[src/rtl/ddr4_bank_scheduler.sv]
`default_nettype none
// ============================================================================
// Module   : ddr4_bank_scheduler
// Brief    : One-request-in-flight DDR4 command scheduler with open-row table,
//            tCCD spacing and periodic refresh.
// Revision : 1.0
// ============================================================================
module ddr4_bank_scheduler #(
    parameter int ADDR_W  = 32,
    parameter int BA_W    = 2,
    parameter int BG_W    = 2,
    parameter int COL_W   = 8,
    parameter int ROW_W   = 14,
    parameter int T_RP    = 16,
    parameter int T_RCD   = 16,
    parameter int T_CL    = 16,
    parameter int T_CWL   = 12,
    parameter int T_BURST = 4,
    parameter int T_CCD_S = 4,
    parameter int T_CCD_L = 6,
    parameter int T_REFI  = 7800,
    parameter int T_RFC   = 350
) (
    input  logic              clk,
    input  logic              rst,
    input  logic              req_valid,
    output logic              req_ready,
    input  logic [1:0]        req_op,
    input  logic [ADDR_W-1:0] req_addr,
    output logic              cmd_valid,
    output logic [2:0]        cmd,
    output logic [BG_W-1:0]   cmd_bg,
    output logic [BA_W-1:0]   cmd_ba,
    output logic [ROW_W-1:0]  cmd_row,
    output logic [COL_W-1:0]  cmd_col,
    output logic              done,
    output logic              page_hit
);

    localparam int c_IDX_W  = BA_W + BG_W;
    localparam int c_NB     = 1 << c_IDX_W;
    localparam int c_USED_W = 6 + BA_W + BG_W + COL_W + ROW_W;
    localparam int c_M1     = (T_REFI > T_RFC) ? T_REFI : T_RFC;
    localparam int c_M2     = (T_CL > T_CWL) ? T_CL + T_BURST : T_CWL + T_BURST;
    localparam int c_M3     = (T_RP > T_RCD) ? T_RP : T_RCD;
    localparam int c_TMAX   = (c_M1 > c_M2) ? ((c_M1 > c_M3) ? c_M1 : c_M3)
                                            : ((c_M2 > c_M3) ? c_M2 : c_M3);
    localparam int c_TIM_W  = $clog2(c_TMAX + 1) + 1;

    localparam logic [2:0] c_CMD_NOP  = 3'd0;
    localparam logic [2:0] c_CMD_ACT  = 3'd1;
    localparam logic [2:0] c_CMD_PRE  = 3'd2;
    localparam logic [2:0] c_CMD_RD   = 3'd3;
    localparam logic [2:0] c_CMD_WR   = 3'd4;
    localparam logic [2:0] c_CMD_REF  = 3'd5;
    localparam logic [2:0] c_CMD_PREA = 3'd6;

    typedef enum logic [2:0] {IDLE, PRE, ACT, COL, DATA, PREA, REF} state_t;

    state_t               r_state, w_state_nxt;
    logic [c_TIM_W-1:0]   r_timer, w_timer_nxt;
    logic [c_TIM_W-1:0]   r_refi_cnt;
    logic                 r_ref_pending, w_pend_nxt, w_expire, w_ref_clear;
    logic [7:0]           r_ccd_cnt, w_ccd_need;
    logic                 w_ccd_ok;
    logic [BG_W-1:0]      r_last_bg;
    logic [c_NB-1:0]      r_tbl_valid;
    logic [ROW_W-1:0]     r_tbl_row [c_NB];

    logic [1:0]           r_op;
    logic [BG_W-1:0]      r_bg;
    logic [BA_W-1:0]      r_ba;
    logic [ROW_W-1:0]     r_row;
    logic [COL_W-1:0]     r_col;
    logic                 r_hit;

    logic [BG_W-1:0]      w_req_bg, w_cur_bg;
    logic [BA_W-1:0]      w_req_ba, w_cur_ba;
    logic [ROW_W-1:0]     w_req_row, w_cur_row;
    logic [COL_W-1:0]     w_req_col, w_cur_col;
    logic [c_IDX_W-1:0]   w_req_idx, w_cur_idx;
    logic                 w_req_hit, w_cur_rd;

    logic                 r_req_ready, w_ready_nxt;
    logic                 r_cmd_valid, w_cmd_valid_nxt;
    logic [2:0]           r_cmd, w_cmd_nxt;
    logic [BG_W-1:0]      r_cmd_bg, w_bg_nxt;
    logic [BA_W-1:0]      r_cmd_ba, w_ba_nxt;
    logic [ROW_W-1:0]     r_cmd_row, w_row_nxt;
    logic [COL_W-1:0]     r_cmd_col, w_col_nxt;
    logic                 r_done, w_done_nxt, r_page_hit, w_hit_nxt;
    logic                 w_accept, w_col_go, w_act_go, w_tbl_clr;

    // Address layout, LSB up: 6 unused bits, bank, group, column, row
    assign w_req_ba  = req_addr[6 +: BA_W];
    assign w_req_bg  = req_addr[6 + BA_W +: BG_W];
    assign w_req_col = req_addr[6 + BA_W + BG_W +: COL_W];
    assign w_req_row = req_addr[6 + BA_W + BG_W + COL_W +: ROW_W];
    assign w_req_idx = {w_req_bg, w_req_ba};
    assign w_req_hit = r_tbl_valid[w_req_idx] && (r_tbl_row[w_req_idx] == w_req_row);

    logic w_unused_lo;
    assign w_unused_lo = ^req_addr[5:0];

    generate
        if (ADDR_W > c_USED_W) begin : g_addr_pad
            logic w_unused_hi;
            assign w_unused_hi = ^req_addr[ADDR_W-1:c_USED_W];
        end
    endgenerate

    // In IDLE the live request drives the command fields; afterwards the latched copy
    assign w_cur_bg  = (r_state == IDLE) ? w_req_bg  : r_bg;
    assign w_cur_ba  = (r_state == IDLE) ? w_req_ba  : r_ba;
    assign w_cur_row = (r_state == IDLE) ? w_req_row : r_row;
    assign w_cur_col = (r_state == IDLE) ? w_req_col : r_col;
    assign w_cur_rd  = (r_state == IDLE) ? (req_op != 2'd1) : (r_op != 2'd1);
    assign w_cur_idx = {w_cur_bg, w_cur_ba};

    // Tracker holds cycles since the last column command; a new one lands next cycle
    assign w_ccd_need = (w_cur_bg == r_last_bg) ? 8'(T_CCD_L - 1) : 8'(T_CCD_S - 1);
    assign w_ccd_ok   = (r_ccd_cnt >= w_ccd_need);

    assign w_expire    = (r_refi_cnt == c_TIM_W'(T_REFI - 1));
    assign w_pend_nxt  = (r_ref_pending && !w_ref_clear) || (w_expire && !r_ref_pending);
    assign w_ready_nxt = (w_state_nxt == IDLE) && !w_pend_nxt;

    always_comb begin
        w_state_nxt     = r_state;
        w_timer_nxt     = (r_timer != '0) ? r_timer - 1'b1 : '0;
        w_accept        = 1'b0;
        w_col_go        = 1'b0;
        w_act_go        = 1'b0;
        w_tbl_clr       = 1'b0;
        w_ref_clear     = 1'b0;
        w_cmd_valid_nxt = 1'b0;
        w_cmd_nxt       = c_CMD_NOP;
        w_bg_nxt        = '0;
        w_ba_nxt        = '0;
        w_row_nxt       = '0;
        w_col_nxt       = '0;
        w_done_nxt      = 1'b0;
        w_hit_nxt       = 1'b0;
        case (r_state)
            IDLE: begin
                if (r_ref_pending) begin
                    w_cmd_valid_nxt = 1'b1;
                    if (|r_tbl_valid) begin
                        w_cmd_nxt   = c_CMD_PREA;
                        w_state_nxt = PREA;
                        w_timer_nxt = c_TIM_W'(T_RP - 1);
                    end else begin
                        w_cmd_nxt   = c_CMD_REF;
                        w_tbl_clr   = 1'b1;
                        w_state_nxt = REF;
                        w_timer_nxt = c_TIM_W'(T_RFC - 1);
                    end
                end else if (req_valid && r_req_ready) begin
                    w_accept = 1'b1;
                    if (req_op == 2'd3) begin
                        w_done_nxt = 1'b1;
                    end else if (w_req_hit) begin
                        if (w_ccd_ok) w_col_go = 1'b1;
                        else          w_state_nxt = COL;
                    end else if (r_tbl_valid[w_req_idx]) begin
                        w_cmd_valid_nxt = 1'b1;
                        w_cmd_nxt       = c_CMD_PRE;
                        w_bg_nxt        = w_req_bg;
                        w_ba_nxt        = w_req_ba;
                        w_state_nxt     = PRE;
                        w_timer_nxt     = c_TIM_W'(T_RP - 1);
                    end else begin
                        w_act_go = 1'b1;
                    end
                end
            end
            PRE:  if (r_timer == '0) w_act_go = 1'b1;
            ACT: begin
                if (r_timer == '0) begin
                    if (w_ccd_ok) w_col_go = 1'b1;
                    else          w_state_nxt = COL;
                end
            end
            COL:  if (w_ccd_ok) w_col_go = 1'b1;
            DATA: begin
                if (r_timer == '0) begin
                    w_done_nxt  = 1'b1;
                    w_hit_nxt   = r_hit;
                    w_state_nxt = IDLE;
                end
            end
            PREA: begin
                if (r_timer == '0) begin
                    w_cmd_valid_nxt = 1'b1;
                    w_cmd_nxt       = c_CMD_REF;
                    w_tbl_clr       = 1'b1;
                    w_state_nxt     = REF;
                    w_timer_nxt     = c_TIM_W'(T_RFC - 1);
                end
            end
            REF: begin
                if (r_timer == '0) begin
                    w_ref_clear = 1'b1;
                    w_state_nxt = IDLE;
                end
            end
            default: w_state_nxt = IDLE;
        endcase

        if (w_act_go) begin
            w_cmd_valid_nxt = 1'b1;
            w_cmd_nxt       = c_CMD_ACT;
            w_bg_nxt        = w_cur_bg;
            w_ba_nxt        = w_cur_ba;
            w_row_nxt       = w_cur_row;
            w_state_nxt     = ACT;
            w_timer_nxt     = c_TIM_W'(T_RCD - 1);
        end
        if (w_col_go) begin
            w_cmd_valid_nxt = 1'b1;
            w_cmd_nxt       = w_cur_rd ? c_CMD_RD : c_CMD_WR;
            w_bg_nxt        = w_cur_bg;
            w_ba_nxt        = w_cur_ba;
            w_col_nxt       = w_cur_col;
            w_state_nxt     = DATA;
            w_timer_nxt     = w_cur_rd ? c_TIM_W'(T_CL + T_BURST - 1)
                                       : c_TIM_W'(T_CWL + T_BURST - 1);
        end
    end

    always_ff @(posedge clk or posedge rst) begin
        if (rst) r_state <= IDLE;
        else     r_state <= w_state_nxt;
    end

    always_ff @(posedge clk or posedge rst) begin
        if (rst) begin
            r_timer       <= '0;
            r_refi_cnt    <= '0;
            r_ref_pending <= 1'b0;
            r_ccd_cnt     <= 8'hFF;
            r_last_bg     <= '0;
            r_tbl_valid   <= '0;
            r_op          <= '0;
            r_bg          <= '0;
            r_ba          <= '0;
            r_row         <= '0;
            r_col         <= '0;
            r_hit         <= 1'b0;
            r_req_ready   <= 1'b0;
            r_cmd_valid   <= 1'b0;
            r_cmd         <= c_CMD_NOP;
            r_cmd_bg      <= '0;
            r_cmd_ba      <= '0;
            r_cmd_row     <= '0;
            r_cmd_col     <= '0;
            r_done        <= 1'b0;
            r_page_hit    <= 1'b0;
        end else begin
            r_timer       <= w_timer_nxt;
            r_refi_cnt    <= w_expire ? '0 : r_refi_cnt + 1'b1;
            r_ref_pending <= w_pend_nxt;
            if (w_col_go) begin
                r_ccd_cnt <= '0;
                r_last_bg <= w_cur_bg;
            end else if (r_ccd_cnt != 8'hFF) begin
                r_ccd_cnt <= r_ccd_cnt + 1'b1;
            end
            if (w_tbl_clr)     r_tbl_valid            <= '0;
            else if (w_act_go) r_tbl_valid[w_cur_idx] <= 1'b1;
            if (w_accept) begin
                r_op  <= req_op;
                r_bg  <= w_req_bg;
                r_ba  <= w_req_ba;
                r_row <= w_req_row;
                r_col <= w_req_col;
                r_hit <= w_req_hit;
            end
            r_req_ready <= w_ready_nxt;
            r_cmd_valid <= w_cmd_valid_nxt;
            r_cmd       <= w_cmd_nxt;
            r_cmd_bg    <= w_bg_nxt;
            r_cmd_ba    <= w_ba_nxt;
            r_cmd_row   <= w_row_nxt;
            r_cmd_col   <= w_col_nxt;
            r_done      <= w_done_nxt;
            r_page_hit  <= w_hit_nxt;
        end
    end

    // Row contents are only meaningful while the matching valid bit is set
    always_ff @(posedge clk) begin
        if (w_act_go) r_tbl_row[w_cur_idx] <= w_cur_row;
    end

    assign req_ready = r_req_ready;
    assign cmd_valid = r_cmd_valid;
    assign cmd       = r_cmd;
    assign cmd_bg    = r_cmd_bg;
    assign cmd_ba    = r_cmd_ba;
    assign cmd_row   = r_cmd_row;
    assign cmd_col   = r_cmd_col;
    assign done      = r_done;
    assign page_hit  = r_page_hit;

endmodule
`default_nettype wire
[config.mk]
export PLATFORM = sky130hd
export DESIGN_NAME = ddr4_bank_scheduler
export DESIGN_NICKNAME = d
export VERILOG_FILES = /design/src/rtl/ddr4_bank_scheduler.sv
export SDC_FILE = /design/constraint.sdc
export NUM_CORES = 1
export LEC_CHECK = 0
export ABC_AREA = 1
export CORE_ASPECT_RATIO = 0.9
export CORE_UTILIZATION = 34
export CTS_CLUSTER_SIZE = 14
export DETAILED_ROUTE_END_ITERATION = 8
export SETUP_SLACK_MARGIN = 0.3
export SLEW_MARGIN = 10
export SYNTH_ARGS = -nofsm -noshare
export SYNTH_HDL_FRONTEND = slang
export SYNTH_SLANG_ARGS = --single-unit
[constraint.sdc]
create_clock -name clk -period 11.41 [get_ports clk]
set_clock_uncertainty 0.2 [all_clocks]
set_input_delay 3.423 -clock clk [delete_from_list [all_inputs] [get_ports clk]]
set_output_delay 3.423 -clock clk [all_outputs]
set_load 0.005 [all_outputs]
==> tab_implementation.tex <==
\begin{tabular}{lr}
\hline
Metric & Value \\
\hline
\multicolumn{2}{l}{\textbf{Setup path}} \\
Critical path data arrival time & 8.05 ns \\
Startpoint-to-endpoint class of the critical path & input port to flop \\
Endpoint class of the critical path & flop \\
Category of the worst setup path launch point & input port \\
Maximum fanout count along the critical path & 25 \\
Req. time, crit path & 11.61 ns \\
\multicolumn{2}{l}{\textbf{Placement}} \\
Gp weighted congestion & 0.851 \\
IO buf count & 63 \\
Half-perimeter wire length of the detailed placement result & 21.3 mm \\
Placement-stage worst setup slack & 3.02 ns \\
\multicolumn{2}{l}{\textbf{Synthesis}} \\
Count of warnings emitted by yosys & 0 \\
Post-synthesis mux area share & 0 \\
Sequential-to-total area share from yosys stat & 0.640 \\
Synthesized instance count & 1538 \\
Summed instance area of the synthesized netlist & 15200 sq um \\
Largest family of logic cells by synthesized area & simple AND/OR/NAND/NOR gates \\
Area share of and/or/nand/nor cells after synthesis & 0.209 \\
Cell types occupying the most area after synthesis & edfxtp\_1 (44\%), dfrtp\_1 (18\%), nand2\_1 (9.5\%) \\
Share of Yosys cell area claimed by the top area cell type & 0.442 \\
Count of distinct cell types in the synthesized netlist & 47 \\
Cell accounting for the most synthesized area & edfxtp\_1 \\
Commonest cells in the synthesized netlist & nand2\_1 (384), edfxtp\_1 (224), inv\_1 (166) \\
Synthesis-stage register bit count & 344 \\
Most frequent cell after synthesis & nand2\_1 \\
Synthesized area per cell & 9.89 sq um \\
Number of enable flip-flop cells after synthesis & 224 \\
Top flip-flop cell by instance count after synthesis & edfxtp\_1 \\
Syn\_nets & 1580 \\
Xor-xnor portion of the synthesized cell area & 0.0109 \\
Compound-Gate Fraction of Synth Area & 0.0712 \\
Adder-cell area share of the yosys netlist & 0.00411 \\
Async S/R FF share, synth & 0.349 \\
\multicolumn{2}{l}{\textbf{Floorplan}} \\
Overall die area & 45600 sq um \\
Die X & between 200 and 250 microns \\
Core region area & 44100 sq um \\
Vertical die dimension & around 200 microns \\
Placement row count & 73 \\
Starting density of the core & 0.345 \\
Top-Level Pins & 70 \\
\multicolumn{2}{l}{\textbf{Min path}} \\
Kind of path behind the tightest hold check & flop to flop \\
\multicolumn{2}{l}{\textbf{Timing}} \\
Pins Over Slew Limit & 0 \\
Ratio of final minimum period to clock period & 0.688 \\
Shortest clock period the worst path allows after layout & 7.85 ns \\
Final hold violation count & 0 \\
Minimum setup slack in the final design & 3.56 ns \\
Total negative setup slack & 0 ns \\
Highest clock rate & between 100 and 150 MHz \\
Setup repair after global routing missed its margin & false \\
Tightest Pin Transition & 1.17 ns \\
Finish-stage setup viols & 0 \\
Slew margin rel. & 0.218 \\
\multicolumn{2}{l}{\textbf{Clocking}} \\
Setup fix buffers added after clock tree synthesis & 0 \\
Number of gates resized after cts & 0 \\
Max clock buf depth & 3 \\
CTS tree & yes \\
Clock insertion delay at the later pin of the skew report & 0.54 ns \\
Clk pin slew, worst setup/hold paths & around 0.050 ns \\
Cell chosen for the clock root & clkbuf\_16 \\
Hold-fix buffers, CTS & 0 \\
Num Clock Sinks & 344 \\
TritonCTS Buffers & 40 \\
CTS H-Tree Depth & 2 \\
\multicolumn{2}{l}{\textbf{Routing}} \\
Iteration count of the initial detailed-routing pass & 5 \\
Wire length per cell after detailed routing & 16.9 microns \\
DRC Markers & 0 \\
Residual antenna-violating net count after detailed routing & 0 \\
Detailed router's first-iteration violation count & 918 \\
Final wirelength & 37.8 mm \\
Routed via count & around 11000 \\
Vias per inst & 4.79 \\
\multicolumn{2}{l}{\textbf{Cells and area}} \\
Fraction of final layout cells with drive strength greater than 1 & 0.0886 \\
Fillers & roughly 4200 \\
Net count, final & 1647 \\
Total inserted antenna cells & 0 \\
Area growth from synthesis to layout & 17.0\% \\
Sequential Area & between 9000 and 10000 sq um \\
Area used by multi-input combinational logic & 4510 sq um \\
\multicolumn{2}{l}{\textbf{Power}} \\
Peak supply drop & 0.104 mV \\
PwrDens & 219 nW/um\^{}2 \\
Leak Pwr & between 7 and 8 nW \\
\multicolumn{2}{l}{\textbf{GRT}} \\
Global-route congestion overflow total & 0 \\
Global routing usage summed across all routing layers & 0.168 \\
Number of global-route vias before repair & 10400 \\
First-pass GRT wire length & 58.9 mm \\
Maximum number of pins on one net before global-route repair & 90 \\
Antenna violations before repair & 1 \\
\multicolumn{2}{l}{\textbf{Flow run}} \\
Max-cap violation count & 0 \\
\multicolumn{2}{l}{\textbf{Run status}} \\
Status & finished clean \\
\hline
\end{tabular}
-- sequential cells by signal, indices dropped and copies added (netlist names), 2 cells and up --
register	flops
cmd	3
cmd_ba	2
cmd_bg	2
cmd_col	8
cmd_row	14
r_ba	2
r_bg	2
r_ccd_cnt	8
r_col	8
r_last_bg	2
r_op	2
r_refi_cnt	14
r_row	14
r_state	3
r_tbl_row	224
r_tbl_valid	16
r_timer	14
-- layout by cell type, fill, tap and decap left out, types with 18 or more instances in the layout --
master / count
inv_1: 164
nor2_1: 157
nand2_1: 384
nand3_1: 156
clkbuf_16: 42
o21ai_0: 94
clkdlybuf4s50_1: 62
o211ai_1: 18
buf_4: 27
a21oi_1: 20
dfrtp_1: 112
edfxtp_1: 224
-- area by class of cell --
cell class | instances | share of cell area
clock buffer | 58 | 0.0664
timing repair buffer | 89 | 0.0463
sequential | 344 | 0.547
clock inverter | 16 | 0.00823
inverter | 171 | 0.0365
tap | 600 | 0.0422
multi-input combinational | 959 | 0.253
-- metrics by stage --
stage / cell area [sq um] / hold WS [ns] / total power, W / instances / utilization
floorplan: 15200 / 0.228 / 0.00236 / 1538 / -
global placement: 16500 / 0.244 / 0.00262 / 2163 / 0.373
detailed placement: 16500 / 0.245 / 0.00265 / 2163 / 0.373
CTS: 17800 / 0.256 / 0.00392 / 2237 / 0.403
global route: 17800 / 0.279 / 0.00410 / 2237 / 0.403
finish: 17800 / 0.250 / 0.00389 / 2237 / 0.403
-- routing by layer --
layer / vias to the layer above / part of all wire / global-route usage
met5: - / 0.00032 / 0
li1: 5239 / - / -
met4: 2 / 0.026 / 0.0561
met1: 5144 / 0.44 / 0.223
met3: 67 / 0.051 / 0.0262
met2: 271 / 0.48 / 0.279
-- kinds of logic after synthesis --
| logic type | count (synthesis) |
|---|---|
| compound gates | 178 |
| xor+xnor | 19 |
| fa+ha+maj | 5 |
| buf+inv | 235 |
| flops | 344 |
| simple gates | 757 |
-- critical path: stages --
cell	delay [ns]
clkdlybuf4s50_1	0.46
buf_4	0.30
clkinv_1	0.10
buf_4	0.25
o21ai_0	0.50
xnor2_1	0.18
nand2_1	0.10
ha_1	0.18
or4_1	0.41
nor4_1	0.67
nor3_1	0.27
nand2_2	0.50
nand2_4	0.14
inv_2	0.20
nand2_4	0.11
nor2_1	0.14
o21ai_1	0.08
-- report_power, final --
group          internal (W)  total (W)  switching, W
Clock              0.000766    0.00126      0.000494
Sequential          0.00167    0.00175     0.0000841
Combinational      0.000271   0.000876      0.000605
-- path summary, 6_finish.rpt --
kind                                       from                    to  slack [ns]  cells after the start
max in group asynchronous                   rst  r_row[9]$_DFFE_PP0P_        6.61                      3
setup / recovery                    req_addr[9]  r_timer[0]$_DFF_PP0_        3.56                     17
hold reg to reg            r_timer[0]$_DFF_PP0_  r_timer[0]$_DFF_PP0_        0.25                      1
setup reg to reg           r_state[1]$_DFF_PP0_  r_timer[0]$_DFF_PP0_        6.45                     17
min in group asynchronous                   rst  cmd_row[3]$_DFF_PP0_        3.16                      2
hold / removal             r_timer[0]$_DFF_PP0_  r_timer[0]$_DFF_PP0_        0.25                      1
No activity file was read; power rests on OpenSTA's default activity.
